**config.mk**
```make
export PLATFORM = sky130hd
export DESIGN_NAME = br_lite_local_if
export DESIGN_NICKNAME = d
export VERILOG_FILES = /design/src/rtl/br_lite_local_if_pkg.sv /design/src/rtl/br_lite_fifo.sv /design/src/rtl/br_lite_local_if.sv
export SDC_FILE = /design/constraint.sdc
export NUM_CORES = 1
export LEC_CHECK = 0
export CORE_ASPECT_RATIO = 0.9
export CORE_MARGIN = 5
export CORE_UTILIZATION = 51
export DETAILED_ROUTE_END_ITERATION = 7
export HOLD_SLACK_MARGIN = 0.15
export PLACE_DENSITY_LB_ADDON = 0.12
export SLEW_MARGIN = 20
export SYNTH_ARGS = -nofsm -noshare
export SYNTH_HDL_FRONTEND = slang
export SYNTH_HIERARCHICAL = 1
export SYNTH_SLANG_ARGS = --single-unit
```
**constraint.sdc**
```tcl
create_clock -name clk_i -period 3.45 [get_ports clk_i]
set_input_delay 1.035 -clock clk_i [delete_from_list [all_inputs] [get_ports clk_i]]
set_output_delay 1.035 -clock clk_i [all_outputs]
set_load 0.01 [all_outputs]
```
**src/rtl/br_lite_local_if_pkg.sv**
```systemverilog
// Shared BrLite flit and service definitions.
package br_lite_local_if_pkg;

    localparam int unsigned SEQ_W     = 16;
    localparam int unsigned ID_W      = 4;
    localparam int unsigned PAYLOAD_W = 8;

    typedef enum logic [1:0] {
        BR_SVC_ALL   = 2'd0,
        BR_SVC_TGT   = 2'd1,
        BR_SVC_MON   = 2'd2,
        BR_SVC_CLEAR = 2'd3
    } br_svc_t;

    typedef logic [PAYLOAD_W-1:0] br_payload_t;

    typedef struct packed {
        logic [SEQ_W-1:0] seq_source;
        logic [SEQ_W-1:0] seq_target;
        br_svc_t          service;
        logic [ID_W-1:0]  id;
        br_payload_t      payload;
    } br_data_t;

endpackage

```
**src/rtl/br_lite_fifo.sv**
```systemverilog
// Small power-of-two FIFO; push is ignored when full, pop when empty.
module br_lite_fifo #(
    parameter int unsigned DEPTH = 4,
    parameter type         T     = logic [7:0]
) (
    input  logic clk_i,
    input  logic rst_ni,
    input  logic push,
    input  T     din,
    input  logic pop,
    output T     dout,
    output logic full,
    output logic empty
);

    localparam int unsigned PTR_W = $clog2(DEPTH);
    localparam int unsigned CNT_W = PTR_W + 1;

    T                 mem [DEPTH];
    logic [PTR_W-1:0] wr_ptr;
    logic [PTR_W-1:0] rd_ptr;
    logic [CNT_W-1:0] count;
    logic             do_push;
    logic             do_pop;

    assign full    = (count == CNT_W'(DEPTH));
    assign empty   = (count == '0);
    assign do_push = push && !full;
    assign do_pop  = pop && !empty;
    assign dout    = mem[rd_ptr];

    // Storage write; contents need no reset since empty masks them.
    always_ff @(posedge clk_i) begin
        if (do_push) begin
            mem[wr_ptr] <= din;
        end
    end

    // Pointer and occupancy tracking.
    always_ff @(posedge clk_i or negedge rst_ni) begin
        if (!rst_ni) begin
            wr_ptr <= '0;
            rd_ptr <= '0;
            count  <= '0;
        end else begin
            if (do_push) begin
                wr_ptr <= wr_ptr + PTR_W'(1);
            end
            if (do_pop) begin
                rd_ptr <= rd_ptr + PTR_W'(1);
            end
            case ({do_push, do_pop})
                2'b10:   count <= count + CNT_W'(1);
                2'b01:   count <= count - CNT_W'(1);
                default: count <= count;
            endcase
        end
    end

endmodule

```
**src/rtl/br_lite_local_if.sv**
```systemverilog
// PE-side adapter for the BrLite router LOCAL port: TX injection FSM and RX buffer.
module br_lite_local_if
    import br_lite_local_if_pkg::*;
#(
    parameter logic [SEQ_W-1:0] SEQ_ADDRESS = 16'd0,
    parameter int unsigned      RX_DEPTH    = 4
) (
    input  logic        clk_i,
    input  logic        rst_ni,
    input  logic        tx_valid_i,
    output logic        tx_ready_o,
    input  br_svc_t     tx_service_i,
    input  logic [15:0] tx_target_i,
    input  br_payload_t tx_payload_i,
    output logic        tx_err_o,
    output logic        rx_valid_o,
    input  logic        rx_ready_i,
    output br_data_t    rx_flit_o,
    input  logic        local_busy_i,
    output br_data_t    flit_o,
    output logic        req_o,
    input  logic        ack_i,
    input  br_data_t    flit_i,
    input  logic        req_i,
    output logic        ack_o
);

    localparam logic [0:0] TX_IDLE = 1'b0;
    localparam logic [0:0] TX_REQ  = 1'b1;

    logic [0:0]      state_q;
    logic [0:0]      state_d;
    logic            req_d;
    logic            err_d;
    br_data_t        flit_d;
    logic [ID_W-1:0] id_q;
    logic [ID_W-1:0] id_d;
    logic            tx_ready_c;

    logic            fifo_full;
    logic            fifo_empty;
    logic            rx_accept_c;
    logic            rx_push_c;
    logic            rx_is_clear_c;

    // TX next-state and output decode.
    always_comb begin
        state_d    = state_q;
        req_d      = req_o;
        err_d      = 1'b0;
        flit_d     = flit_o;
        id_d       = id_q;
        tx_ready_c = 1'b0;
        case (state_q)
            TX_IDLE: begin
                tx_ready_c = rst_ni && !local_busy_i;
                if (tx_valid_i && tx_ready_c) begin
                    if (tx_service_i == BR_SVC_CLEAR) begin
                        err_d = 1'b1;
                    end else begin
                        flit_d.seq_source = SEQ_ADDRESS;
                        flit_d.seq_target = tx_target_i;
                        flit_d.service    = tx_service_i;
                        flit_d.id         = id_q;
                        flit_d.payload    = tx_payload_i;
                        req_d             = 1'b1;
                        state_d           = TX_REQ;
                    end
                end
            end
            TX_REQ: begin
                if (ack_i) begin
                    req_d   = 1'b0;
                    id_d    = id_q + ID_W'(1);
                    state_d = TX_IDLE;
                end
            end
            default: begin
                state_d = TX_IDLE;
                req_d   = 1'b0;
            end
        endcase
    end

    assign tx_ready_o = tx_ready_c;

    // CLEAR flits are acked without taking a FIFO slot, so fullness does not block them.
    assign rx_is_clear_c = (flit_i.service == BR_SVC_CLEAR);
    assign rx_accept_c   = req_i && !ack_o && (rx_is_clear_c || !fifo_full);
    assign rx_push_c     = rx_accept_c && !rx_is_clear_c;
    assign rx_valid_o    = !fifo_empty;

    // State and registered outputs for both directions.
    always_ff @(posedge clk_i or negedge rst_ni) begin
        if (!rst_ni) begin
            state_q  <= TX_IDLE;
            req_o    <= 1'b0;
            flit_o   <= '0;
            tx_err_o <= 1'b0;
            id_q     <= '0;
            ack_o    <= 1'b0;
        end else begin
            state_q  <= state_d;
            req_o    <= req_d;
            flit_o   <= flit_d;
            tx_err_o <= err_d;
            id_q     <= id_d;
            ack_o    <= rx_accept_c;
        end
    end

    br_lite_fifo #(
        .DEPTH (RX_DEPTH),
        .T     (br_data_t)
    ) u_rx_fifo (
        .clk_i  (clk_i),
        .rst_ni (rst_ni),
        .push   (rx_push_c),
        .din    (flit_i),
        .pop    (rx_ready_i),
        .dout   (rx_flit_o),
        .full   (fifo_full),
        .empty  (fifo_empty)
    );

endmodule

```
==> run_results.csv <==
group,metric,value,unit
place,dpl.hpwl,10530,um
synth,yosys.cell_types.count,30,
cts,clock_latency_on_the_worst_skew_pair,0.49,ns
sta,maxClockFrequency,303.3,MHz
final_layout,multi_input_comb_area,1913,um^2
cts,cts.path.max_buffers,3,
sta,report.final.slew_viol_count,0,
die,dieHeight,134.3,um
sta,setup_repair_after_global_routing_missed_its_margin,"no",
final_layout,finalNonFillerCells,802,
critical_path,worst-path-buf-inv,2,
synth,syn-instance-count,390,
route,detail_route.drc_violations,0,
critical_path,critical-path-max-stage-delay,0.56,ns
route,met2WireLength,7921,um
critical_path,crit_fanout,19,
sta,worst_slew_pin_slew,0.5793,ns
die,die_x,148.1,um
min_path,min_path_type,"reg -> reg",
sta,fin_crit,3.297,ns
min_path,min_from,"id_q[3]",
cts,clkTransAtPathRegs,0.06,ns
min_path,hold_depth,1,
final_layout,antenna-diode-count,0,
cts,cts_resized,0,
cts,cts_buffers,23,
die,core_box_area,16890,um^2
sta,timing.setup.tns,0,ns
cts,h-tree-depth,1,
critical_path,startpoint_of_the_worst_register_to_register_path,"u_rx_fifo/count[0]",
synth,mean_cell_area_of_the_mapped_netlist,22.46,um^2
die,initial_utilization,51.86,%
critical_path,r2r_cells,11,
cts,cts_root_buf,"sky130_fd_sc_hd__clkbuf_16",
final_layout,total_nets_final,662,
route,met1_length,6729,um
critical_path,reg2reg_to,"u_rx_fifo/count[2]",
critical_path,crit_arrival,2.26,ns
route,post_drt_via_cell_ratio,5.200,
route,routed_wl,16020,um
route,detailroute.via_count,4170,
critical_path,reg2reg_setup_slack,1.17,ns
critical_path,crit_end_element,"primary output",
synth,synth_sequential_area_ratio,75.93,%
route,average_wire_per_cell_in_the_routed_design,19.98,um
sta,relSlewSlack,61.38,%
global_route,grt_pass1_vias,4592,
global_route,grt_start_max_net_pins,47,
route,detailedRoute.firstPassIterationCount,4,
synth,synth.ff_latch_count,229,
global_route,grt_pass1_wl,25470,um
sta,clock-skew-final,0.009567,ns
critical_path,path_class,"reg -> out",
route,met3_wl_post_dr,973,um
power_and_ir_drop,power.density,767.2,nW/um^2
synth,main_combinational_cell_family_by_area_after_synthesis,"multiplexers",
global_route,globalRoute.totalOverflow,0,
die,dieArea,19900,um^2
cts,clock_tree_from_tritoncts,"built",
run,maxCapViolCount,0,
synth,netlist_area,8760,um^2
die,ioPinCount,176,
place,post-place-cells,760,
sta,finalSetupViolations,0,
place,globalplace.congestion,0.6807,
synth,synth.yosys.warnings,6,
cts,numClockSinks,229,
route,routed.top_layer,"met5",
final_layout,final_layout_size_suffix_gt1_share,22.00,%
final_layout,layout.area.seq,6656,um^2
synth,post_synth_mux_area_share,17.00,%
global_route,grt_use_total,16.55,%
global_route,antenna_found_initial,1,
outcome,run_status,"complete, no violations",
min_path,holdPathEnd,"id_q[3]",
critical_path,critPathLaunchType,"flop",
critical_path,wp_data_required,2.41,ns
final_layout,flow.area_growth_from_synthesis,29.74,%
synth,post_synth_and_or_nand_nor_area_fraction,1.700,%
synth,synth_compound_area_share,0.4142,%
synth,synth-adder-area-share,1.086,%
critical_path,crit_chain,"buf_12, mux4_2, clkdlybuf4s50_1",
sta,layout_worst_path_cycle_share,95.55,%
final_layout,final_cell_mix,"sky130_fd_sc_hd__edfxtp_1 (184), sky130_fd_sc_hd__clkdlybuf4s50_1 (158), sky130_fd_sc_hd__mux4_2 (46)",
route,first_iter_violations,160,
final_layout,mostFrequentLayoutCell,"sky130_fd_sc_hd__edfxtp_1",
critical_path,worst_path_max_delay_cell,"sky130_fd_sc_hd__mux4_2",
sta,finalHoldViolations,0,
power_and_ir_drop,ir_worst_vdd,0.4990,mV
final_layout,num-fill-cells,1086,
critical_path,critPathTopFamily,"buffers and inverters",
power_and_ir_drop,leakage,4.082,nW
route,ant_nets,0,
synth,post_synth_xor_area_fraction,0.8999,%
die,placement_rows,45,
place,placement.io_buffers,159,
==> cells in the mapped netlist <==
master	instances	area share, %
sky130_fd_sc_hd__buf_4	18	1.5
sky130_fd_sc_hd__nand2_1	6	0.26
sky130_fd_sc_hd__o22a_1	2	0.20
sky130_fd_sc_hd__nand4bb_1	1	0.13
sky130_fd_sc_hd__mux2i_1	1	0.11
sky130_fd_sc_hd__nor2b_2	1	0.10
sky130_fd_sc_hd__fa_1	1	0.23
sky130_fd_sc_hd__buf_6	6	0.77
sky130_fd_sc_hd__buf_2	4	0.23
sky130_fd_sc_hd__edfxtp_1	184	63
sky130_fd_sc_hd__xor2_1	4	0.40
sky130_fd_sc_hd__o31a_1	1	0.10
sky130_fd_sc_hd__inv_1	8	0.34
sky130_fd_sc_hd__nor3b_2	2	0.29
sky130_fd_sc_hd__o21ai_0	1	0.057
sky130_fd_sc_hd__conb_1	1	0.043
sky130_fd_sc_hd__clkbuf_1	1	0.043
sky130_fd_sc_hd__ha_1	6	0.86
sky130_fd_sc_hd__nand2b_1	1	0.071
sky130_fd_sc_hd__nor2_1	5	0.21
sky130_fd_sc_hd__nand3_1	2	0.11
sky130_fd_sc_hd__xnor2_1	5	0.50
sky130_fd_sc_hd__mux2_2	2	0.26
sky130_fd_sc_hd__mux2_4	28	4.8
sky130_fd_sc_hd__nor3_1	1	0.057
sky130_fd_sc_hd__dfrtp_1	45	13
sky130_fd_sc_hd__mux4_2	46	12
sky130_fd_sc_hd__a21oi_1	1	0.057
sky130_fd_sc_hd__nand3_2	1	0.11
sky130_fd_sc_hd__and2_1	5	0.36
==> worst register-to-register path, stage by stage (launching register included) <==
cell,delay (ns)
sky130_fd_sc_hd__dfrtp_1,0.43
sky130_fd_sc_hd__nor3b_2,0.25
sky130_fd_sc_hd__a21oi_1,0.12
sky130_fd_sc_hd__and2_1,0.16
sky130_fd_sc_hd__nor2b_2,0.15
sky130_fd_sc_hd__inv_1,0.06
sky130_fd_sc_hd__ha_1,0.18
sky130_fd_sc_hd__inv_1,0.06
sky130_fd_sc_hd__fa_1,0.38
sky130_fd_sc_hd__xor2_1,0.15
sky130_fd_sc_hd__nor2_1,0.11
sky130_fd_sc_hd__xor2_1,0.15
==> through the flow <==
stage | total power [mW] | setup slack, ns | cell area, um^2 | util [%] | hold WS, ns
6_report | 8.719 | 0.1534 | 11360 | 67.28 | 0.4667
5_1_grt | 9.188 | 0.06452 | 11360 | 67.28 | 0.4897
4_1_cts | 8.882 | 0.1170 | 11360 | 67.28 | 0.4727
3_5_place_dp | 6.603 | 0.1423 | 10680 | 63.23 | 0.4681
3_3_place_gp | 6.552 | 0.1830 | 10680 | 63.23 | 0.4587
2_1_floorplan | 5.199 | 0.3108 | 8816 | - | 0.4418
==> report_power, final <==
group          switching [mW]  internal [mW]
Combinational            1.19           1.68
Clock                   0.916           1.30
Sequential              0.191           3.45
Total                    2.29           6.43
==> logic make-up (layout without fill, tap and decap cells) <==
family	after synthesis	in the layout
muxes	77	77
adders and majority gates	7	7
xor gates and xnor gates	9	9
other	1	16
and+or+nand+nor	25	25
AOI/OAI and AO/OA	5	5
buffers and inverters	37	223
DFF	229	229
==> worst max path at each step <==
stage	startpoint	endpoint	cells past startpoint
global route	u_rx_fifo/rd_ptr[0]	rx_flit_o[42]	3
CTS	u_rx_fifo/rd_ptr[0]	rx_flit_o[42]	3
floorplan	flit_i[12]	u_rx_fifo/mem[0][0]	5
global placement	local_busy_i	tx_ready_o	3
finish	u_rx_fifo/rd_ptr[0]	rx_flit_o[42]	3
detailed placement	local_busy_i	tx_ready_o	3
==> flip-flops by register name, summed over array words and instances (netlist names) <==
name              cells
ack_o                 1
u_rx_fifo/rd_ptr      2
u_rx_fifo/mem       184
req_o                 1
u_rx_fifo/wr_ptr      2
id_q                  4
state_q               1
u_rx_fifo/count       3
flit_o               30
tx_err_o              1
==> per-layer routing <==
metal  vias to the layer above  GRT usage, %
met2                       125         26.76
met3                        30         4.324
met4                         2         4.002
met5                         -             0
met1                      2124         22.94
li1                       1889             -
==> cell type report <==
type                    count  share of cell area (%)
inverters                   8                  0.2642
repair buffers            175                   16.12
clock inverters             9                  0.5615
flip-flops and latches    229                   58.57
well taps                 211                   2.323
clock buffers              31                   5.329
multi-input cells         139                   16.83
==> what timing repair did <==
item | CTS | global route
buffers inserted | 2 | 0
hold buffers | 0 | 0
setup endpoints to repair | 12 | 0
(Power assumes the default switching activity.)
